**src/rtl/score_hex_display.sv**
```systemverilog
// ============================================================================
//  Module      : score_hex_display
//  Description : BCD score keeper with saturating add, floored decrement,
//                high-score tracking with blink, and active-low 7-segment
//                decode with optional leading-zero blanking.
//  Revision    : 1.0 - initial release
// ============================================================================
`default_nettype none

module score_hex_display #(
  parameter int DIGITS     = 2,
  parameter int BLINK_HALF = 25000000,
  parameter int LZ_BLANK   = 1
) (
  input  logic                  i_clk,
  input  logic                  i_reset,
  input  logic                  i_clear,
  input  logic                  i_inc,
  input  logic [3:0]            i_points,
  input  logic                  i_dec,
  input  logic                  i_show_high,
  output logic                  o_ready,
  output logic [4*DIGITS-1:0]   o_score_bcd,
  output logic [4*DIGITS-1:0]   o_high_bcd,
  output logic                  o_new_high,
  output logic                  o_overflow,
  output logic [7*DIGITS-1:0]   o_segments
);

  localparam int IDX_W = (DIGITS > 1) ? $clog2(DIGITS) : 1;
  localparam int CNT_W = $clog2(BLINK_HALF);
  localparam logic [IDX_W-1:0] c_last_idx = IDX_W'(DIGITS - 1);
  localparam logic [CNT_W-1:0] c_cnt_max  = CNT_W'(BLINK_HALF - 1);

  typedef enum logic [1:0] {
    S_IDLE = 2'd0,
    S_ADD  = 2'd1,
    S_SUB  = 2'd2,
    S_DONE = 2'd3
  } state_t;

  state_t                r_state;
  logic [IDX_W-1:0]      r_idx;
  logic                  r_carry;      // carry during ADD, borrow during SUB
  logic [3:0]            r_addend;
  logic [4*DIGITS-1:0]   r_score;
  logic [4*DIGITS-1:0]   r_high;
  logic                  r_new_high;
  logic                  r_overflow;
  logic                  r_blink_en;
  logic [CNT_W-1:0]      r_blink_cnt;
  logic                  r_blink_phase;

  logic [3:0]            w_cur;
  logic [3:0]            w_addend;
  logic [4:0]            w_sum;
  logic [4:0]            w_sum_adj;
  logic                  w_sum_gt9;
  logic [3:0]            w_add_dig;
  logic                  w_sub_borrow;
  logic [3:0]            w_sub_dig;
  logic [3:0]            w_points_clamped;
  logic [4*DIGITS-1:0]   w_disp;
  logic                  w_lead_nz;
  logic [3:0]            w_nib;
  logic [6:0]            w_seg;

  function automatic logic [6:0] f_decode(input logic [3:0] d);
    case (d)
      4'd0:    f_decode = 7'b1000000;
      4'd1:    f_decode = 7'b1111001;
      4'd2:    f_decode = 7'b0100100;
      4'd3:    f_decode = 7'b0110000;
      4'd4:    f_decode = 7'b0011001;
      4'd5:    f_decode = 7'b0010010;
      4'd6:    f_decode = 7'b0000010;
      4'd7:    f_decode = 7'b1111000;
      4'd8:    f_decode = 7'b0000000;
      4'd9:    f_decode = 7'b0011000;
      default: f_decode = 7'b1111111;
    endcase
  endfunction

  // Select the digit currently addressed by the serial add/sub engine
  always_comb begin
    w_cur = 4'd0;
    for (int i = 0; i < DIGITS; i++) begin
      if (r_idx == IDX_W'(i)) w_cur = r_score[4*i +: 4];
    end
  end

  // One-digit BCD add and subtract datapath
  always_comb begin
    w_points_clamped = (i_points > 4'd9) ? 4'd9 : i_points;
    w_addend         = (r_idx == '0) ? r_addend : 4'd0;
    w_sum            = {1'b0, w_cur} + {1'b0, w_addend} + {4'd0, r_carry};
    w_sum_adj        = w_sum - 5'd10;
    w_sum_gt9        = (w_sum > 5'd9);
    w_add_dig        = w_sum_gt9 ? w_sum_adj[3:0] : w_sum[3:0];
    w_sub_borrow     = r_carry && (w_cur == 4'd0);
    w_sub_dig        = w_sub_borrow ? 4'd9 : (w_cur - {3'd0, r_carry});
  end

  // Control FSM and score/high-score registers; clear overrides everything but reset
  always_ff @(posedge i_clk or posedge i_reset) begin
    if (i_reset) begin
      r_state    <= S_IDLE;
      r_idx      <= '0;
      r_carry    <= 1'b0;
      r_addend   <= 4'd0;
      r_score    <= '0;
      r_high     <= '0;
      r_new_high <= 1'b0;
      r_overflow <= 1'b0;
      r_blink_en <= 1'b0;
    end else if (i_clear) begin
      r_state    <= S_IDLE;
      r_idx      <= '0;
      r_carry    <= 1'b0;
      r_score    <= '0;
      r_new_high <= 1'b0;
      r_overflow <= 1'b0;
      r_blink_en <= 1'b0;
    end else begin
      r_new_high <= 1'b0;
      case (r_state)
        S_IDLE: begin
          if (i_inc) begin
            r_addend <= w_points_clamped;
            r_idx    <= '0;
            r_carry  <= 1'b0;
            r_state  <= S_ADD;
          end else if (i_dec) begin
            // A zero score starts with no borrow, so it stays at zero
            r_idx    <= '0;
            r_carry  <= |r_score;
            r_state  <= S_SUB;
          end
        end
        S_ADD: begin
          for (int i = 0; i < DIGITS; i++) begin
            if (r_idx == IDX_W'(i)) r_score[4*i +: 4] <= w_add_dig;
          end
          r_carry <= w_sum_gt9;
          if (r_idx == c_last_idx) begin
            r_state <= S_DONE;
            if (w_sum_gt9) begin
              r_score    <= {DIGITS{4'h9}};
              r_overflow <= 1'b1;
            end
          end else begin
            r_idx <= r_idx + 1'b1;
          end
        end
        S_SUB: begin
          for (int i = 0; i < DIGITS; i++) begin
            if (r_idx == IDX_W'(i)) r_score[4*i +: 4] <= w_sub_dig;
          end
          r_carry <= w_sub_borrow;
          if (r_idx == c_last_idx) r_state <= S_DONE;
          else                     r_idx   <= r_idx + 1'b1;
        end
        S_DONE: begin
          if (r_score > r_high) begin
            r_high     <= r_score;
            r_new_high <= 1'b1;
            r_blink_en <= 1'b1;
          end
          r_state <= S_IDLE;
        end
        default: r_state <= S_IDLE;
      endcase
    end
  end

  // Free-running blink timebase; phase flips each time the counter wraps
  always_ff @(posedge i_clk or posedge i_reset) begin
    if (i_reset) begin
      r_blink_cnt   <= '0;
      r_blink_phase <= 1'b0;
    end else if (r_blink_cnt == c_cnt_max) begin
      r_blink_cnt   <= '0;
      r_blink_phase <= ~r_blink_phase;
    end else begin
      r_blink_cnt   <= r_blink_cnt + 1'b1;
    end
  end

  // Display source select, leading-zero blanking, blink and decode
  always_comb begin
    o_segments = '1;
    w_disp     = i_show_high ? r_high : r_score;
    w_lead_nz  = 1'b0;
    w_nib      = 4'd0;
    w_seg      = 7'b1111111;
    for (int i = DIGITS - 1; i >= 0; i--) begin
      w_nib     = w_disp[4*i +: 4];
      w_lead_nz = w_lead_nz | (w_nib != 4'd0);
      w_seg     = f_decode(w_nib);
      if ((LZ_BLANK != 0) && (i > 0) && !w_lead_nz) w_seg = 7'b1111111;
      if (r_blink_en && r_blink_phase)              w_seg = 7'b1111111;
      o_segments[7*i +: 7] = w_seg;
    end
  end

  assign o_ready     = (r_state == S_IDLE);
  assign o_score_bcd = r_score;
  assign o_high_bcd  = r_high;
  assign o_new_high  = r_new_high;
  assign o_overflow  = r_overflow;

endmodule

`default_nettype wire

```
**config.mk**
```make
export PLATFORM = sky130hd
export DESIGN_NAME = score_hex_display
export DESIGN_NICKNAME = d
export VERILOG_FILES = /design/src/rtl/score_hex_display.sv
export SDC_FILE = /design/constraint.sdc
export NUM_CORES = 1
export LEC_CHECK = 0
export ABC_AREA = 1
export CAP_MARGIN = 20
export CORE_UTILIZATION = 40
export DETAILED_ROUTE_END_ITERATION = 8
export HOLD_SLACK_MARGIN = 0.12
export MAX_ROUTING_LAYER = met4
export SYNTH_ARGS = -nofsm -noshare
export SYNTH_HDL_FRONTEND = slang
export SYNTH_SLANG_ARGS = --single-unit
```
**constraint.sdc**
```tcl
create_clock -name i_clk -period 7.6 [get_ports i_clk]
set_input_delay 1.52 -clock i_clk [delete_from_list [all_inputs] [get_ports i_clk]]
set_output_delay 1.52 -clock i_clk [all_outputs]
set_load 0.03 [all_outputs]
```
==> results list <==
* Run status: finished clean
- Setup violations remaining at the end of the flow were counted as 0.
* Critical register-to-register path startpoint: r_idx$_DFFE_PP0P_
- Classification of the worst setup path: primary input to output pin
* Final setup slack of the worst path: 1.85 ns
- In the layout the commonest cells are 133 x sky130_fd_sc_hd__nand2_1, 86 x sky130_fd_sc_hd__inv_1, 53 x sky130_fd_sc_hd__dfrtp_1.
* Vertical extent of the die: 102 um
- In this run the count of I/O pins placed on the die edge is 43.
- Entering global routing, the biggest net connects 54 pins.
* Leading register cell type out of synthesis: sky130_fd_sc_hd__dfrtp_1
* Clock-pin transition on the worst setup and hold timing paths: 0.10 ns
- In this design, the largest share of critical-path delay is due to buffers and inverters.
- Detailed placement finished with a half-perimeter wire length of 7.08 mm.
* Number of inserted filler cells in the final layout: 940
- Number of global-route vias before repair: 3463
- Required @ worst endpoint: 6.08 ns
- P per Cell Area: 355 nW/um^2
* Global-route usage over all layers: 19.9%
* Post-CTS Hold Buffers: 0
* Class of the tightest hold or removal check: flip-flop to flip-flop
* Pre-Repair DR Iteration Count: 5
- On the worst path, the slowest cell contributes a delay of 0.65 ns.
- Counting every instance in the synthesized netlist gives 548.
* Count of cell types in the netlist: 45
- Summed over all failing endpoints, the final setup total negative slack is 0 ns.
- The final layout contains routed wiring with a total length of 9.09 mm.
- Number of synthesized register bits: 53
- Number of H-tree levels: 2
* Sequential-to-total area share from yosys stat: 33.4%
- Starting density of the core: 42.1%
- Measured along the x axis, the die boundary spans 102 um.
* Count of warnings emitted by yosys: 0
- Post-detailed-route wirelength per cell: 12.6 um
- Fin nets: 631
* Total congestion overflow after global routing: 0
- The number of placed instances, taps included, is 712.
* Std cell rows: 35
- Hold_ws: 0.463 ns
- PortBufs: 42
- Antenna Cells: 0
* Post-CTS setup-driven buffer insertion count: 0
- When the netlist entered floorplanning its net count stood at 589.
* Largest voltage drop on the vdd net: 195 uV
- Count of non-filler cells in the finished layout: 720
- Starting DRT DRC Count: 176
* Growth of design area from synthesis to finish: 16.5%
* Largest driver fanout on the critical path: 16
- Antenna violations before repair: 0
- Clk sink count: 53
- Count of max-cap constraint violations: 0
- Counting the buffers created by CTS gives 5.
* Critical path buffers and inverters: 3
- Worst slew margin relative to its limit: 53.9%
- Number of synthesized flops with an enable pin: 0
* Detailed-route via count: 3660
- Actual transition at the worst max-transition pin: 0.691 ns
- Global placer's final weighted congestion: 0.943
- Setup repair after global routing missed its margin: no
- The die covers 10300 sq um.
* Critical Path, Cell by Cell: clkdlybuf4s50_1 > o21ai_0 > inv_1 > ha_1 > or2_2 > o211ai_1 > nand2_1 > clkdlybuf4s50_1
* Cell at the slowest stage of the critical path: sky130_fd_sc_hd__o21ai_0
- TritonCTS built the clock tree.
* Placeable Area: 9420 sq um
* Residual DRC: 0
- Worst Path Arrival: 4.23 ns
- Crit-path most repeated cell: sky130_fd_sc_hd__clkdlybuf4s50_1
* Final Slew Violations: 0
- Post-DR vias/cell: 5.08
* Peak clock frequency supported by timing: 174 MHz
* Pre-CTS setup slack: 1.86 ns
- The tree is rooted in a sky130_fd_sc_hd__clkbuf_8.
* Max Root-Sink Buffers: 2
- Mean instance size in the synthesized netlist: 7.24 sq um
- Async set-or-reset flop fraction in the synthesized netlist: 100%
* Most frequent standard cell in the layout excluding fill and tap cells: sky130_fd_sc_hd__nand2_1
* Min-delay src: r_blink_cnt[0]$_DFF_PP0_
- Sort of element at the start of the critical path: primary input
* Timing startpoint of the critical path: i_show_high
- Worst skew pair latency: 0.31 ns
* Portion of the clock cycle consumed by the worst path in the final layout: 75.7%
- In this run, post-CTS repair resized a total of 0 instances.
- Netlist area before placement: 3970 sq um
* Endpoints failing hold: 0
* Leakage power: 0.00234 uW
- Worst setup skew after layout: 0.00867 ns
- First-pass GRT wire length: 15.9 mm
- Once detail routing completed, the nets flagged for antenna violations numbered 0.
- Crit path capture type: output pin
* Fraction of final layout cells sized beyond drive strength 1: 6.60%
* Clock period minus final worst setup slack: 5.75 ns
-- synthesized netlist by cell type, types with 2 or more instances --
cell                       count  area share [%]
sky130_fd_sc_hd__nand3_2       3            0.76
sky130_fd_sc_hd__buf_2         5            0.63
sky130_fd_sc_hd__nor3_2        3            0.76
sky130_fd_sc_hd__o211ai_1      5            0.95
sky130_fd_sc_hd__o21ai_2       2            0.44
sky130_fd_sc_hd__a21oi_1      23             2.9
sky130_fd_sc_hd__a31oi_1       4            0.63
sky130_fd_sc_hd__ha_1         29             9.1
sky130_fd_sc_hd__xnor2_1       5             1.1
sky130_fd_sc_hd__nor4_1        9             1.4
sky130_fd_sc_hd__nand3_1      27             3.4
sky130_fd_sc_hd__inv_1        87             8.2
sky130_fd_sc_hd__dfrtp_1      53              33
sky130_fd_sc_hd__o21ai_0      36             4.5
sky130_fd_sc_hd__inv_2         4            0.38
sky130_fd_sc_hd__o21ai_1       8             1.0
sky130_fd_sc_hd__or2_2         2            0.32
sky130_fd_sc_hd__nand4_1      12             1.9
sky130_fd_sc_hd__o31ai_2       2            0.63
sky130_fd_sc_hd__nand2_2       3            0.47
sky130_fd_sc_hd__nor2_1       44             4.2
sky130_fd_sc_hd__nand3b_1      2            0.38
sky130_fd_sc_hd__nor2_4        4             1.1
sky130_fd_sc_hd__nand2_1     133              13
sky130_fd_sc_hd__nor3_1       16             2.0
sky130_fd_sc_hd__xor2_1        6             1.3
sky130_fd_sc_hd__nand2_4       2            0.57
sky130_fd_sc_hd__fa_1          2             1.0
-- worst paths after layout --
check                                                  end  slack [ns]  cells after the start
min in group asynchronous         r_blink_cnt[5]$_DFF_PP0_        1.69                      3
max in group asynchronous        o_high_bcd[7]$_DFFE_PP0P_        5.42                      3
worst max register to register  o_score_bcd[4]$_DFFE_PP0P_        4.21                     16
worst min-delay path              r_blink_cnt[0]$_DFF_PP0_        0.46                      1
worst min register to register    r_blink_cnt[0]$_DFF_PP0_        0.46                      1
worst max-delay path                        o_segments[13]        1.85                      8
-- logic make-up (layout without fill, tap and decap cells) --
kind of cell	count (synthesis)	count (layout)	share of synthesized area, %
AO/OA/AOI/OAI	90	90	13.2
XOR/XNOR	11	11	2.43
adder cells (fa/ha/maj)	31	31	10.2
buffers and inverters	100	143	9.90
flip-flops	53	53	33.4
AND/OR/NAND/NOR	263	263	30.9
-- registers in the layout, summed over array words and instances, names as in the netlist --
name / count
r_blink_en: 1
r_idx: 1
o_overflow: 1
o_score_bcd: 8
r_blink_cnt: 25
o_new_high: 1
r_blink_phase: 1
r_state: 2
r_carry: 1
r_addend: 4
o_high_bcd: 8
-- per-stage QoR --
stage               power [uW]  utilization (%)  instance area, sq um
global route              1810             49.1                  4620
CTS                       1650             49.1                  4620
finish                    1640             49.1                  4620
floorplan                 1140                -                  3970
global placement          1440             47.9                  4510
detailed placement        1450             47.9                  4510
-- where the power goes --
part	leakage (uW)	switching (uW)	internal (uW)
sequential	0.000694	62.3	332
clock	0.0000554	94.4	99.1
combinational	0.00159	661	392
-- metal layers --
layer	share of wire (%)	GRT usage, %
met3	4.5	2.35
met2	45	32.0
met5	0	-
met1	49	26.7
met4	0.91	4.91
-- layout make-up --
type                    count  area (sq um)  share of cell area (%)
multi-input cells         395          2250                    48.7
flip-flops and latches     53          1330                    28.7
repair buffers             43           428                    9.26
inverters                  92           345                    7.47
well taps                 129           161                    3.49
clock buffers               6          72.6                    1.57
clock inverters             2          38.8                   0.839
Note: power is estimated with default switching activity, not from simulation.
